<file path="src/rtl/rr_event_count_arbiter.sv">
`default_nettype none
// ============================================================================
// Module      : rr_event_count_arbiter
// Description : Round-robin arbiter sharing one modulo-TERM event counter
//               among NREQ requesters. The granted requester drives
//               increment pulses. When its count reaches TERM the block
//               emits a one-cycle done and releases the counter to the
//               next requester.
//               All outputs are decoded from registered state (Moore).
// Ports       : clk   - rising-edge clock
//               rst   - asynchronous, active-low reset
//               req   - per-requester request (hold until done, drop = abort)
//               inc   - per-requester increment pulse (owner's only honoured)
//               gnt   - one-hot grant, zero when idle
//               owner - index of granted requester, zero when idle
//               cnt   - current count of the owner's session
//               busy  - high while a session is granted or completing
//               done  - one-cycle completion pulse
// Revision    : 1.0 - initial release
// ============================================================================
module rr_event_count_arbiter #(
    parameter int NREQ  = 4,
    parameter int TERM  = 4,
    parameter int CNT_W = 3,
    parameter int ID_W  = 2
) (
    input  logic              clk,
    input  logic              rst,
    input  logic [NREQ-1:0]   req,
    input  logic [NREQ-1:0]   inc,
    output logic [NREQ-1:0]   gnt,
    output logic [ID_W-1:0]   owner,
    output logic [CNT_W-1:0]  cnt,
    output logic              busy,
    output logic              done
);

    localparam logic [ID_W:0]    c_NREQ    = (ID_W+1)'(NREQ);
    localparam logic [CNT_W-1:0] c_TERM    = CNT_W'(TERM);
    localparam logic [NREQ-1:0]  c_GNT_LSB = NREQ'(1);

    typedef enum logic [1:0] {
        S_IDLE  = 2'd0,
        S_GRANT = 2'd1,
        S_DONE  = 2'd2
    } state_t;

    state_t           r_state;
    state_t           w_state_nxt;
    logic [ID_W-1:0]  r_owner;
    logic [ID_W-1:0]  w_owner_nxt;
    logic [ID_W-1:0]  r_ptr;
    logic [ID_W-1:0]  w_ptr_nxt;
    logic [CNT_W-1:0] r_cnt;
    logic [CNT_W-1:0] w_cnt_nxt;
    logic [CNT_W-1:0] w_cnt_inc;
    logic [ID_W-1:0]  w_winner;
    logic             w_found;
    logic [ID_W:0]    w_idx;
    logic [ID_W:0]    w_succ_wide;
    logic [ID_W-1:0]  w_owner_succ;

    // Rotating search: first requester at or after the pointer, wrapping.
    always_comb begin
        w_found  = 1'b0;
        w_winner = '0;
        w_idx    = '0;
        for (int i = 0; i < NREQ; i++) begin
            w_idx = {1'b0, r_ptr} + (ID_W+1)'(i);
            if (w_idx >= c_NREQ) begin
                w_idx = w_idx - c_NREQ;
            end
            if (!w_found && req[w_idx[ID_W-1:0]]) begin
                w_found  = 1'b1;
                w_winner = w_idx[ID_W-1:0];
            end
        end
    end

    // Next pointer after a session ends: the requester just past the owner.
    always_comb begin
        w_succ_wide  = {1'b0, r_owner} + (ID_W+1)'(1);
        w_owner_succ = (w_succ_wide == c_NREQ) ? '0 : w_succ_wide[ID_W-1:0];
    end

    // TERM never exceeds the count range, so this add cannot wrap.
    assign w_cnt_inc = r_cnt + CNT_W'(1);

    always_comb begin
        w_state_nxt = r_state;
        w_owner_nxt = r_owner;
        w_ptr_nxt   = r_ptr;
        w_cnt_nxt   = r_cnt;
        case (r_state)
            S_IDLE: begin
                if (w_found) begin
                    w_state_nxt = S_GRANT;
                    w_owner_nxt = w_winner;
                    w_cnt_nxt   = '0;
                end
            end
            S_GRANT: begin
                // Dropping the request wins over a simultaneous increment.
                if (!req[r_owner]) begin
                    w_state_nxt = S_IDLE;
                    w_owner_nxt = '0;
                    w_cnt_nxt   = '0;
                    w_ptr_nxt   = w_owner_succ;
                end else if (inc[r_owner]) begin
                    w_cnt_nxt = w_cnt_inc;
                    if (w_cnt_inc == c_TERM) begin
                        w_state_nxt = S_DONE;
                    end
                end
            end
            S_DONE: begin
                w_state_nxt = S_IDLE;
                w_owner_nxt = '0;
                w_cnt_nxt   = '0;
                w_ptr_nxt   = w_owner_succ;
            end
            default: begin
                w_state_nxt = S_IDLE;
                w_owner_nxt = '0;
                w_cnt_nxt   = '0;
            end
        endcase
    end

    always_ff @(posedge clk or negedge rst) begin
        if (!rst) begin
            r_state <= S_IDLE;
            r_owner <= '0;
            r_ptr   <= '0;
            r_cnt   <= '0;
        end else begin
            r_state <= w_state_nxt;
            r_owner <= w_owner_nxt;
            r_ptr   <= w_ptr_nxt;
            r_cnt   <= w_cnt_nxt;
        end
    end

    // Owner and count registers are already zero while idle.
    assign busy  = (r_state == S_GRANT) || (r_state == S_DONE);
    assign done  = (r_state == S_DONE);
    assign gnt   = busy ? (c_GNT_LSB << r_owner) : '0;
    assign owner = r_owner;
    assign cnt   = r_cnt;

endmodule
`default_nettype wire
</file>
<file path="config.mk">
export PLATFORM = sky130hd
export DESIGN_NAME = rr_event_count_arbiter
export DESIGN_NICKNAME = d
export VERILOG_FILES = /design/src/rtl/rr_event_count_arbiter.sv
export SDC_FILE = /design/constraint.sdc
export NUM_CORES = 1
export LEC_CHECK = 0
export ABC_AREA = 1
export BUFFER_PORTS_ARGS = -buffer_cell sky130_fd_sc_hd__buf_4
export CELL_PAD_IN_SITES_DETAIL_PLACEMENT = 1
export CELL_PAD_IN_SITES_GLOBAL_PLACEMENT = 1
export CORE_MARGIN = 2
export CORE_UTILIZATION = 41
export CTS_BUF_LIST = sky130_fd_sc_hd__clkbuf_4
export CTS_CLUSTER_SIZE = 16
export DETAILED_ROUTE_END_ITERATION = 7
export GPL_ROUTABILITY_DRIVEN = 0
export GPL_TIMING_DRIVEN = 0
export PLACE_DENSITY_LB_ADDON = 0.1
export SLEW_MARGIN = 20
export SYNTH_ARGS = -nofsm -noshare
export SYNTH_HDL_FRONTEND = slang
export SYNTH_SLANG_ARGS = --single-unit
</file>
<file path="constraint.sdc">
create_clock -name clk -period 2.3 [get_ports clk]
set_input_delay 0.345 -clock clk [delete_from_list [all_inputs] [get_ports clk]]
set_output_delay 0.345 -clock clk [all_outputs]
set_load 0.03 [all_outputs]
</file>
* Word-level counts from Yosys, hierarchy flattened
Cells that the tools add are included.
Cells by class: shift operators 1, reductions and logical operators 13, eq/ne operators 8, $add $sub $neg 9, muxes and demuxes 40, $lt $le $gt $ge 9
Operators by type and width (number):
- 2-to-1 mux 2 bit | 16
- < comparator 2 x 3 -> 1 bit (second input constant) | 5
- binary-select mux 1 bit (select 2 bit) | 6
- case mux 2 bit (2 select lines) | 3
- 2-to-1 mux 1 bit | 10
- >= comparator 3 bit (second input constant) | 3
- 2-to-1 mux 3 bit | 3
- subtractor 2 x 1 -> 2 bit (second input constant) | 4
- adder 2 x 1 -> 3 bit (second input constant) | 2
- adder 2 x 2 -> 3 bit (second input constant) | 2
- == test 3 bit (second input constant) | 2
- != test 3 bit (second input constant) | 2
- case mux 3 bit (2 select lines) | 1
- AND reduction 2 bit | 3
- 2-to-1 mux 4 bit | 1
- != test 2 bit (second input constant) | 2
- << shifter 1 x 2 -> 4 bit (first input constant) | 1
- adder 3 x 1 -> 3 bit (second input constant) | 1
- >= comparator 2 x 3 -> 1 bit (second input constant) | 1
- logical AND 1 bit | 3
- logical NOT 1 bit | 3
- AND reduction 3 bit | 1
- == test 2 x 1 -> 1 bit (second input constant) | 1
- == test 2 bit (second input constant) | 1
- 3 further kinds | 3
Word-level totals: logic and storage cells 84, bits in registers 9, output and inout port bits 11

* Longest topological paths before layout
depth after elaboration 16, gate-level depth with buffers 12, gate-level depth less buffers 11

* Worst setup path after synthesis
Ideal clock, no wire load.
path kind register to output, start register r_owner[0] (netlist: owner[0]), end output port gnt[0], arrival time 1223 ps, data required time 1955 ps, path buffers 1, cell stages (with the launch flop) 6, slack 732 ps, cells stage by stage dfrtp_1 buf_2 inv_1 ha_1 nand2_1 inv_1
Between the ends: word-level cells in the longest chain between the ends 2
RTL lines:
- start: declaration | RTL line 50 | logic [ID_W-1:0] r_owner;
- start signal: assignment | RTL line 138 | r_owner <= w_owner_nxt;
- << shifter 1 x 2 -> 4 bit | RTL line 147 | assign gnt = busy ? (c_GNT_LSB << r_owner) : '0;
- 2-to-1 mux 4 bit | RTL line 147
- end: declaration | RTL line 31 | output logic [NREQ-1:0] gnt,
No other way between the ends.

* Worst setup path in the final report
Same ends and word-level chain as after synthesis.

==> results by group <==
Setup path
  – Critical path class: flip-flop to output port
  – CP arrival: ~1500 ps
  – Register-to-Register Path Depth: 8
  – Crit path required time: a little under 2000 ps
  – Worst R2R End: r_ptr[1]
  – Worst Setup Start Kind: flip-flop
  – Crit-path max FO: 9
  – CP Capture Type: output port
  – FF-to-FF Start: owner[0]
  – Flop2flop setup slack: around 630 ps

Placement
  – Pre-CTS WS: between 600 and 700 ps
  – I/O Buffers: 20
  – Post-Place Cells: approximately 180
  – Post-DP HPWL: 1.903 mm

Timing
  – Fin crit share: between 70% and 80%
  – Max Slew Vio Count: 0
  – Final hold violations: 0
  – Final Critical Period: around 1800 ps
  – Final WS setup: between 500 and 600 ps
  – Fmax: about 560 MHz
  – Setup violations, final: 0
  – Clk_skew: 2.257 ps
  – Worst slew pin tran: between 200 and 300 ps
  – Slew HR: around 82%
  – Setup TNS: 0 ps
  – RSZ-0062 raised after global routing: false
  – Smallest hold slack: 430.0 ps

Status
  – Status: finished clean

Global routing
  – Vias in the first global route: between 900 and 1000
  – Largest net degree at the start of global routing: 11
  – Overall routing resource usage: approximately a fifth
  – Remaining global-route overflow: 0
  – First-pass GRT wire length: a little over 4 mm
  – Antenna violations before repair: 0

Pwr
  – Static leakage: approximately 0.00066 uW
  – Peak supply drop: roughly 0.83 mV
  – Pwr/cell area: 1409 mW/mm^2

Clock tree
  – Max Root-Sink Buffers: 2
  – Clock latency on the worst-skew pair: around 270 ps
  – CTS tree: yes
  – CTS root buffer: clkbuf_4
  – H-tree level count: 1
  – Setup Buffers After CTS: 0
  – Worst-path clk slew: around 60 ps
  – CTS Buf Count: 3
  – Clk sinks: 9

Final layout
  – P&R area growth vs syn: 24.59%
  – Layout cells sized above 1: between 20 and 30%
  – Ant diodes: 0
  – Nets@finish: around 180
  – Final Non-Filler Cells: roughly 190

Floorplan
  – Die Ht: 51.27 um
  – Row count: 17
  – Initial core utilization: around 42%
  – Overall die area: about 0.0026 mm^2
  – Core box area: around 0.0022 mm^2
  – Top-Level Pins: 21
  – Die Width: about 50 um

Logic synthesis
  – Unique masters post-synth: 23
  – Area share of the largest cell type after synthesis: about 25%
  – Average instance area after synthesis: around 6.7 um^2
  – Mux contribution to synthesized area: 0%
  – Post-Synth XOR/XNOR Area: 0%
  – Largest family of logic cells by synthesized area: simple AND/OR/NAND/NOR gates
  – Post-synthesis compound-gate area fraction: between 8 and 9%
  – Mapped Nets: about 160
  – Area leader, netlist: dfrtp_1
  – Synth Register Bits: 9
  – Post-synthesis sequential area ratio: approximately a quarter
  – Yosys warns: 0
  – Post-Synth Adder-Cell Area: ~12%
  – Simple-Gate Fraction of Synth Area: between 40 and 50%
  – Area of the mapped netlist: ~920 um^2
  – Syn Inst Count: around 140
  – Synth area leaders: dfrtp_1, nand2_1, ha_1, inv_1, nand3_1

Detailed routing
  – Post-route ant nets: 0
  – Pre-antenna DRT Iters: 4
  – Wirelength per Cell: roughly 12 um
  – Drt drc: 0
  – DR vias: a little over 900
  – Iteration-0 DRC Markers: 7
  – Via density: a little under 5
  – Drt total wl: 2.336 mm

Worst hold path
  – HP Class: primary input to asynchronous set/reset pin

Flow run
  – Total of max-cap violations: 0
-- cells in the final DEF, fill, tap and decap left out, types with 3 or more instances in the layout --
cell and count:
o21ai_1 3, nand2_2 8, nand2_1 48, dfrtp_1 9, inv_1 18, nand3_1 11, buf_4 20, o21ai_0 6
clkbuf_4 4, nor2_1 7, ha_1 9
-- synth_stat cells (all sizes together) --
cell / n
a21oi: 1
buf: 2
dfrtp: 9
ha: 9
inv: 20
nand2: 58
nand3: 12
nand4: 2
nor2: 9
o211ai: 2
o21ai: 10
or2: 2
-- what timing repair did --
item,in CTS,in global routing
hold endpoints to repair,9,0
hold buffers,1,0
resized for setup,0,0
-- critical path, stage by stage (launching register included) --
cell and delay (ps):
dfrtp_1 390, buf_2 220, inv_1 110, ha_1 200, nand2_1 60, inv_1 40, buf_4 150
-- report_power, final --
part / total [uW] / leakage, uW / internal (uW) / switching (uW)
Combinational: 1210 / 0.000525 / 404 / 801
Sequential: 262 / 0.000117 / 214 / 47.7
Clock: 140 / 0.0000184 / 79.0 / 61.1
Total: 1610 / 0.000661 / 697 / 910
-- how the worst max path moves through the flow --
stage | start | end | slack, ps | cells past startpoint
floorplan | owner[0] | gnt[0] | 730 | 5
global placement | owner[0] | r_ptr[1] | 710 | 7
detailed placement | owner[0] | r_ptr[1] | 630 | 8
CTS | owner[0] | gnt[0] | 490 | 6
global route | r_state[1] | gnt[1] | 400 | 5
finish | owner[0] | gnt[0] | 510 | 6
-- layer usage --
metal  global-route usage [%]  share of wire [%]
met1                    26.04                 42
met2                    36.36                 52
met3                    2.632                2.7
met4                    10.53                3.0
met5                        0                  0
-- layout make-up --
cell class,count,area (um^2)
sequential,9,225.2
fill,306,1028
buffer,2,16.27
tap,28,35.03
inverter,20,77.57
timing repair buffer,21,160.2
multi-input combinational,105,596.8
clock buffer,4,30.03
-- logic make-up after synthesis --
group,count (synthesis)
AO/OA/AOI/OAI,13
adder cells (fa/ha/maj),9
buffers and inverters,22
flip-flops,9
AND/OR/NAND/NOR,83
-- through the flow --
| step | power (uW) | util (%) | cell area (um^2) |
|---|---|---|---|
| floorplan | 1168 | - | 915.9 |
| global placement | 1432 | 50.75 | 1101 |
| detailed placement | 1478 | 50.75 | 1101 |
| CTS | 1630 | 52.60 | 1141 |
| global route | 1777 | 52.60 | 1141 |
| finish | 1607 | 52.60 | 1141 |
-- sequential cells by signal, summed over array words and instances, names as in the netlist --
register  count
cnt           3
r_state       2
r_ptr         2
owner         2
No activity file was read; power rests on OpenSTA's default activity.
